--- src/rtl/tt_uart_pkg.sv ---
// Shared UART definitions for the sum_uart_tx serial stage: the frame FSM
// state encoding, the data byte width and the idle level of the serial line.
package tt_uart_pkg;

    localparam int unsigned DATA_BITS  = 8;
    localparam logic        IDLE_LEVEL = 1'b1;

    typedef enum logic [2:0] {
        IDLE   = 3'd0,
        START  = 3'd1,
        DATA   = 3'd2,
        PARITY = 3'd3,
        STOP   = 3'd4
    } uart_state_e;

endpackage : tt_uart_pkg

--- src/rtl/uart_bit_timer.sv ---
// Per-bit cycle counter for the UART transmitter.
// Ports:
//   clk      - design clock
//   rst_n    - asynchronous active-low reset
//   clear    - force the counter back to 0 (state change / idle)
//   bit_done - high on the last cycle of a bit period
module uart_bit_timer #(
    parameter int unsigned CLKS_PER_BIT = 16
) (
    input  logic clk,
    input  logic rst_n,
    input  logic clear,
    output logic bit_done
);

    localparam int unsigned CNT_W = (CLKS_PER_BIT > 1) ? $clog2(CLKS_PER_BIT) : 1;

    logic [CNT_W-1:0] cnt_q;
    logic [CNT_W-1:0] cnt_d;

    assign bit_done = (cnt_q == CNT_W'(CLKS_PER_BIT - 1));

    // Count up, wrapping at the end of each bit period.
    always_comb begin
        cnt_d = cnt_q + CNT_W'(1);
        if (clear || bit_done) begin
            cnt_d = '0;
        end
    end

    always_ff @(posedge clk or negedge rst_n) begin
        if (!rst_n) begin
            cnt_q <= '0;
        end else begin
            cnt_q <= cnt_d;
        end
    end

endmodule : uart_bit_timer

--- src/rtl/sum_uart_tx.sv ---
// UART transmitter for the adder sum: accepts a byte over valid/ready and
// sends it as an 8N1 frame (optionally with an even-parity bit), LSB first.
// Ports:
//   clk       - design clock
//   rst_n     - asynchronous active-low reset
//   ena       - design enable; gates acceptance of new bytes only
//   data_in   - byte to transmit
//   valid_in  - data_in is valid
//   ready_out - byte accepted this cycle when valid_in is high (combinational)
//   tx        - serial line, idle high (registered)
//   busy      - a frame is in progress (registered)
module sum_uart_tx
    import tt_uart_pkg::*;
#(
    parameter int unsigned CLKS_PER_BIT = 16,
    parameter bit          PARITY_EN    = 1'b0
) (
    input  logic       clk,
    input  logic       rst_n,
    input  logic       ena,
    input  logic [7:0] data_in,
    input  logic       valid_in,
    output logic       ready_out,
    output logic       tx,
    output logic       busy
);

    uart_state_e          state_q, state_d;
    logic [DATA_BITS-1:0] shift_q, shift_d;
    logic                 par_q, par_d;
    logic [2:0]           idx_q, idx_d;
    logic                 tx_q, tx_d;
    logic                 busy_q, busy_d;
    logic                 bit_done;
    logic                 timer_clear;
    logic                 transfer;

    assign ready_out   = (state_q == IDLE) && ena;
    assign transfer    = valid_in && ready_out;
    // Hold the timer at zero while idle and restart it on every state change.
    assign timer_clear = (state_q == IDLE) || (state_d != state_q);
    assign tx          = tx_q;
    assign busy        = busy_q;

    uart_bit_timer #(
        .CLKS_PER_BIT(CLKS_PER_BIT)
    ) u_bit_timer (
        .clk     (clk),
        .rst_n   (rst_n),
        .clear   (timer_clear),
        .bit_done(bit_done)
    );

    // State register.
    always_ff @(posedge clk or negedge rst_n) begin
        if (!rst_n) begin
            state_q <= IDLE;
        end else begin
            state_q <= state_d;
        end
    end

    // Next-state logic.
    always_comb begin
        state_d = state_q;
        unique case (state_q)
            IDLE:   if (transfer) state_d = START;
            START:  if (bit_done) state_d = DATA;
            DATA: begin
                if (bit_done && (idx_q == 3'(DATA_BITS - 1))) begin
                    state_d = PARITY_EN ? PARITY : STOP;
                end
            end
            PARITY: if (bit_done) state_d = STOP;
            STOP:   if (bit_done) state_d = IDLE;
            default: state_d = IDLE;
        endcase
    end

    // Datapath and output logic. Outputs are decoded from the next state so
    // the registered tx/busy line up with the state register.
    always_comb begin
        shift_d = shift_q;
        par_d   = par_q;
        idx_d   = idx_q;
        tx_d    = IDLE_LEVEL;
        busy_d  = (state_d != IDLE);

        unique case (state_q)
            IDLE: begin
                if (transfer) begin
                    shift_d = data_in;
                    par_d   = ^data_in;
                end
            end
            START: idx_d = '0;
            DATA: begin
                if (bit_done) begin
                    shift_d = shift_q >> 1;
                    idx_d   = idx_q + 3'd1;
                end
            end
            default: ;
        endcase

        unique case (state_d)
            START:   tx_d = ~IDLE_LEVEL;
            DATA:    tx_d = shift_d[0];
            PARITY:  tx_d = par_d;
            default: tx_d = IDLE_LEVEL;
        endcase
    end

    // Datapath and output registers.
    always_ff @(posedge clk or negedge rst_n) begin
        if (!rst_n) begin
            shift_q <= '0;
            par_q   <= 1'b0;
            idx_q   <= '0;
            tx_q    <= IDLE_LEVEL;
            busy_q  <= 1'b0;
        end else begin
            shift_q <= shift_d;
            par_q   <= par_d;
            idx_q   <= idx_d;
            tx_q    <= tx_d;
            busy_q  <= busy_d;
        end
    end

endmodule : sum_uart_tx

--- config.mk ---
export PLATFORM = sky130hd
export DESIGN_NAME = sum_uart_tx
export DESIGN_NICKNAME = d
export VERILOG_FILES = /design/src/rtl/tt_uart_pkg.sv /design/src/rtl/uart_bit_timer.sv /design/src/rtl/sum_uart_tx.sv
export SDC_FILE = /design/constraint.sdc
export NUM_CORES = 1
export LEC_CHECK = 0
export CELL_PAD_IN_SITES_DETAIL_PLACEMENT = 0
export CELL_PAD_IN_SITES_GLOBAL_PLACEMENT = 1
export CORE_MARGIN = 2
export CORE_UTILIZATION = 44
export CTS_BUF_LIST = sky130_fd_sc_hd__clkbuf_4
export DETAILED_ROUTE_END_ITERATION = 7
export HOLD_SLACK_MARGIN = 0.05
export PLACE_DENSITY_LB_ADDON = 0.05
export SYNTH_ARGS = -nofsm -noshare
export SYNTH_HDL_FRONTEND = slang
export SYNTH_HIERARCHICAL = 1
export SYNTH_SLANG_ARGS = --single-unit
--- constraint.sdc ---
create_clock -name clk -period 2.1 [get_ports clk]
set_input_delay 0.21 -clock clk [delete_from_list [all_inputs] [get_ports clk]]
set_output_delay 0.21 -clock clk [all_outputs]
set_load 0.05 [all_outputs]
After elaboration in Yosys (flattened, before gate mapping)
Index checks and enable logic that the tools add are counted.

storage, ports and cells
  flip-flop bits (word level) = 21
  input port bits = 12
  output and inout port bits = 3

cells by class
  add/sub/neg operators = 2
  eq/ne operators = 12
  muxes and demuxes = 15
  reductions and logical operators = 12

operators with widths
  operator                                       count
  two-way mux 3 bit                              6
  two-way mux 8 bit                              2
  case mux 8 bit (2 select lines)                1
  case mux 3 bit (5 select lines)                1
  == test 3 x 2 -> 1 bit, second input constant  4
  XOR reduction 8 bit                            1
  == test 3 x 1 -> 1 bit, second input constant  2
  == test 3 bit, second input constant           2
  case mux 3 bit (2 select lines)                1
  adder 4 x 1 -> 4 bit, second input constant    1
  == test 4 bit, second input constant           1
  two-way mux 4 bit                              1
  inequality test 2 bit, second input constant   2
  nonzero test 2 bit                             2
  adder 3 x 1 -> 3 bit, second input constant    1
  logical AND 1 bit                              3
  logical NOT 3 bit                              1
  inequality test 3 bit                          1
  case mux 1 bit (3 select lines)                1
  AND reduction 3 bit                            1
  nonzero test 3 bit                             1
  logical OR 1 bit                               2
  two-way mux 1 bit                              2
  AND reduction 2 bit                            1

Logic depth before layout (Yosys ltp)
  depth after elaboration = 9
  gate-level depth with buffers = 7
  mapped depth without buffers = 6

By module
The synthesis kept the hierarchy.

by module, submodules not included
  module          instances  cells an instance  area each (µm²)  seq. area each (µm²)
  sum_uart_tx     1          88                 952.2            426.7
  uart_bit_timer  1          13                 171.4            100.1

Worst setup path after synthesis
No wires, ideal clock.

  path type = register to register
  start point = register u_bit_timer.cnt_q[0]
  end point = register shift_q[1]
  arrival time = 1.589 ns
  path slack = 0.393 ns
  cell stages (with the launch flop) = 8
  clock period less this slack = 1.707 ns
  cell sequence = dfrtp_1 -> ha_1 -> and3_4 -> nor3b_2 -> and2_1 -> buf_6 -> a22o_1 -> a21o_1

between the ends
  cells in the longest elaborated chain, start to end = 3

ends and longest elaborated chain
  what                             line                  text
  from (decl)                      uart_bit_timer.sv:18  logic [CNT_W-1:0] cnt_q;
  from (signal assigned)           uart_bit_timer.sv:35  cnt_q <= cnt_d;
  == test 4 bit                    uart_bit_timer.sv:21  assign bit_done = (cnt_q == CNT_W'(CLKS_PER_BIT - 1));
  net bit_done                     sum_uart_tx.sv:34     logic bit_done;
  inequality test 2 bit (no line)  -
  AND reduction 3 bit (no line)    -
  to (signal assigned)             sum_uart_tx.sv:123    shift_q <= shift_d;
  to (decl)                        sum_uart_tx.sv:29     logic [DATA_BITS-1:0] shift_q, shift_d;

The timed path passes the listed nets, and every way through them passes these cells.
A chain may end at the register's enable or synchronous reset.

Worst setup path after layout
  start point = register u_bit_timer.cnt_q[0]
  end point = register shift_q[7]

Same word-level chain as after synthesis.

==> metrics.yaml <==
critical_path:
  worst-path-max-fanout: 10
  slowest_delay_ns: 0.41
  start_kind: "flop"
  reg2reg_to: "shift_q[7]"
  crit_type: "flop to flop"
  worstRegToRegCells: 6
  reg2reg_from: "u_bit_timer/cnt_q[0]"
  rrSetupSlack_ns: 0.24
  required_ns: 2.30
  worstPathArrival_ns: 2.06
  startpoint: "u_bit_timer/cnt_q[0]"
  cp_slowest_cell: "dfrtp_1"
  crit_chain: "ha_1, and3_4, nor3b_2, and2_2, nor3b_1, a41o_1"
  end_kind: "flop"
synth:
  synthCells: 101
  avgSynthCellArea_um2: 11.12
  yosys_warnings: 6
  ys_async_sr_fraction_pct: 100.0
  yosysUniqueCellTypes: 32
  syn_nets: 116
  synthesis.area_mm2: 0.001124
  synth_edf_count: 0
  ys_seq_elements: 21
  synth-main-ff-cell: "dfrtp_1"
  yosysSeqAreaShare_pct: 46.88
route:
  drt_iter0_drc: 11
  drc_errors: 0
  antenna_left: 0
  drt-total-wl_mm: 2.102
  num_vias: 792
  via_per_inst: 5.462
  wl_per_cell_um: 14.50
  drtPass1Iterations: 4
status:
  status: "complete, no violations"
global_routing:
  grtUsageTotal_pct: 17.00
  grt_overflow: 0
  antenna_found_initial: 0
  grt_pass1_vias: 779
  grt_pass1_wl_mm: 3.505
  grt_max_degree: 14
floorplanning:
  core-area_mm2: 0.002455
  die_w_um: 54.54
  initial_core_util_pct: 45.77
  die_area_mm2: 0.002974
  fp-row-count: 18
  boundaryPins: 15
  die-height_um: 54.54
sta:
  period_minus_slack_ns: 1.855
  relSlewSlack_pct: 67.18
  fmax_ghz: 0.5390
  setup_tns_ns: 0
  finalHoldViolCount: 0
  fin_crit_sh_pct: 88.35
  setup_violations: 0
  rsz0062_at_grt: "false"
  worst_pin_slew_ns: 0.4907
  skew_ns: 0.003169
  slew_violations: 0
clock_network:
  cts_buffer_depth: 2
  postCtsSetupBuffers: 0
  cts_sinks: 21
  cts_buffers: 3
  clk_latency_ns: 0.30
  cts_tree: "done"
  cts_hold_buf: 0
  cts-root-buf: "clkbuf_4"
  path_clk_slew_ns: 0.11
  htreeDepth: 1
run:
  cap_violations: 0
pwr:
  power.density_mw_per_mm2: 1088
  power.leakage_nw: 0.6080
  total_power_mw: 1.414
  peakVddDrop_mv: 0.5598
finish:
  area_growth_pct: 15.70
  n_fill_cell: 250
  diodes: 0
  final_util_pct: 52.96
  final_layout_size_suffix_gt1_share_pct: 12.17
  fin_nets: 131
placement:
  placement.io_buffers: 14
  post-dp-hpwl_mm: 1.615
  gp_congestion: 0.6788
min_path:
  min_path_type: "input port to asynchronous set/reset pin"
worst max-delay path, delay by kind of cell, from the launching register on:
family	cells	cell delay, ns
compound gates	1	0.21
fa+ha+maj	1	0.22
simple gates	4	0.91
flops	1	0.41
power breakdown:
part / internal, mW / leakage (nW) / switching [mW] / total [mW]
clock network: 0.0870 / 0.0184 / 0.119 / 0.206
logic: 0.258 / 0.328 / 0.256 / 0.513
registers: 0.559 / 0.261 / 0.136 / 0.695
total: 0.904 / 0.608 / 0.510 / 1.41
placed cells by master, fill, tap and decap left out, drive strengths merged:
master,instances
dfrtp,20
a22o,13
clkdlybuf4s50,13
a21o,9
xnor2,8
nor2,8
nand2,5
clkbuf,4
ha,3
and3,3
nor3,3
nor3b,3
inv,2
o21ai,2
a31oi,2
a22oi,2
buf,2
and2,2
and3b,1
nor2b,1
o32ai,1
mux2i,1
a21oi,1
or3,1
o32a,1
mux2,1
a41o,1
dfstp,1
a311oi,1
logic make-up after synthesis:
kind of cell | synth area share [%]
AOI/OAI and AO/OA | 23.27
and+or+nand+nor | 14.37
DFF | 46.88
xor gates and xnor gates | 6.236
buffers and inverters | 4.009
adders and majority gates | 3.341
muxes | 1.893
cell type report:
cell class / instances / area, um^2 / area share, %
Timing Repair Buffer: 15 / 145.1 / 11.16
Sequential cell: 21 / 526.8 / 40.52
Multi-Input combinational cell: 73 / 553.0 / 42.54
Tap cell: 30 / 37.54 / 2.887
Clock buffer: 4 / 30.03 / 2.310
Inverter: 2 / 7.507 / 0.5775
state kept, by name, indices dropped and copies added (netlist names):
signal / flops
state_q: 3
idx_q: 3
u_bit_timer/cnt_q: 4
tx: 1
shift_q: 8
par_q: 1
busy: 1
how the worst max path moves through the flow:
stage,end,slack (ns),depth (start not counted)
2_1_floorplan,shift_q[1],0.39,7
3_3_place_gp,shift_q[2],0.15,6
3_5_place_dp,shift_q[2],0.10,6
4_1_cts,shift_q[2],0.09,6
5_1_grt,shift_q[7],0.08,6
6_report,shift_q[7],0.24,6
cell usage after synthesis, types with 2 or more instances:
cell type / instances / area [um^2]
dfrtp_1: 20 / 500.5
a22oi_1: 2 / 15.01
a22o_1: 13 / 113.9
buf_6: 2 / 22.52
and3_4: 2 / 22.52
nor3_1: 2 / 10.01
nor3b_1: 2 / 15.01
o21ai_0: 2 / 10.01
nand2_1: 5 / 18.77
and2_1: 2 / 12.51
buf_2: 3 / 15.01
nor2_1: 7 / 26.28
a21o_1: 9 / 67.56
inv_1: 2 / 7.510
ha_1: 3 / 37.54
a31oi_1: 2 / 12.51
xnor2_1: 8 / 70.07
timing repair:
action                                  in CTS  in global routing
endpoints found under the hold margin        0                  0
endpoints found under the setup margin       0                  9
gates resized for setup                      0                  1
metrics by stage:
| step | hold slack, ns | instance area (um^2) | instances | setup slack (ns) |
|---|---|---|---|---|
| 2_1_floorplan | -0.08559 | 1124 | 101 | 0.3929 |
| 3_3_place_gp | 0.4647 | 1269 | 141 | 0.1544 |
| 3_5_place_dp | 0.4696 | 1269 | 141 | 0.1023 |
| 4_1_cts | 0.1867 | 1299 | 145 | 0.08514 |
| 5_1_grt | 0.2034 | 1300 | 145 | 0.08222 |
| 6_report | 0.1826 | 1300 | 145 | 0.2447 |
layer usage:
metal  up-vias  GRT usage [%]  part of all wire, %
met5         -              0                    0
met2        11          26.51                   47
met4         0          5.000                 0.95
met1       375          22.30                   48
met3         2          5.738                  3.6
li1        404              -                    -
Power figures use the tool's default switching activity.
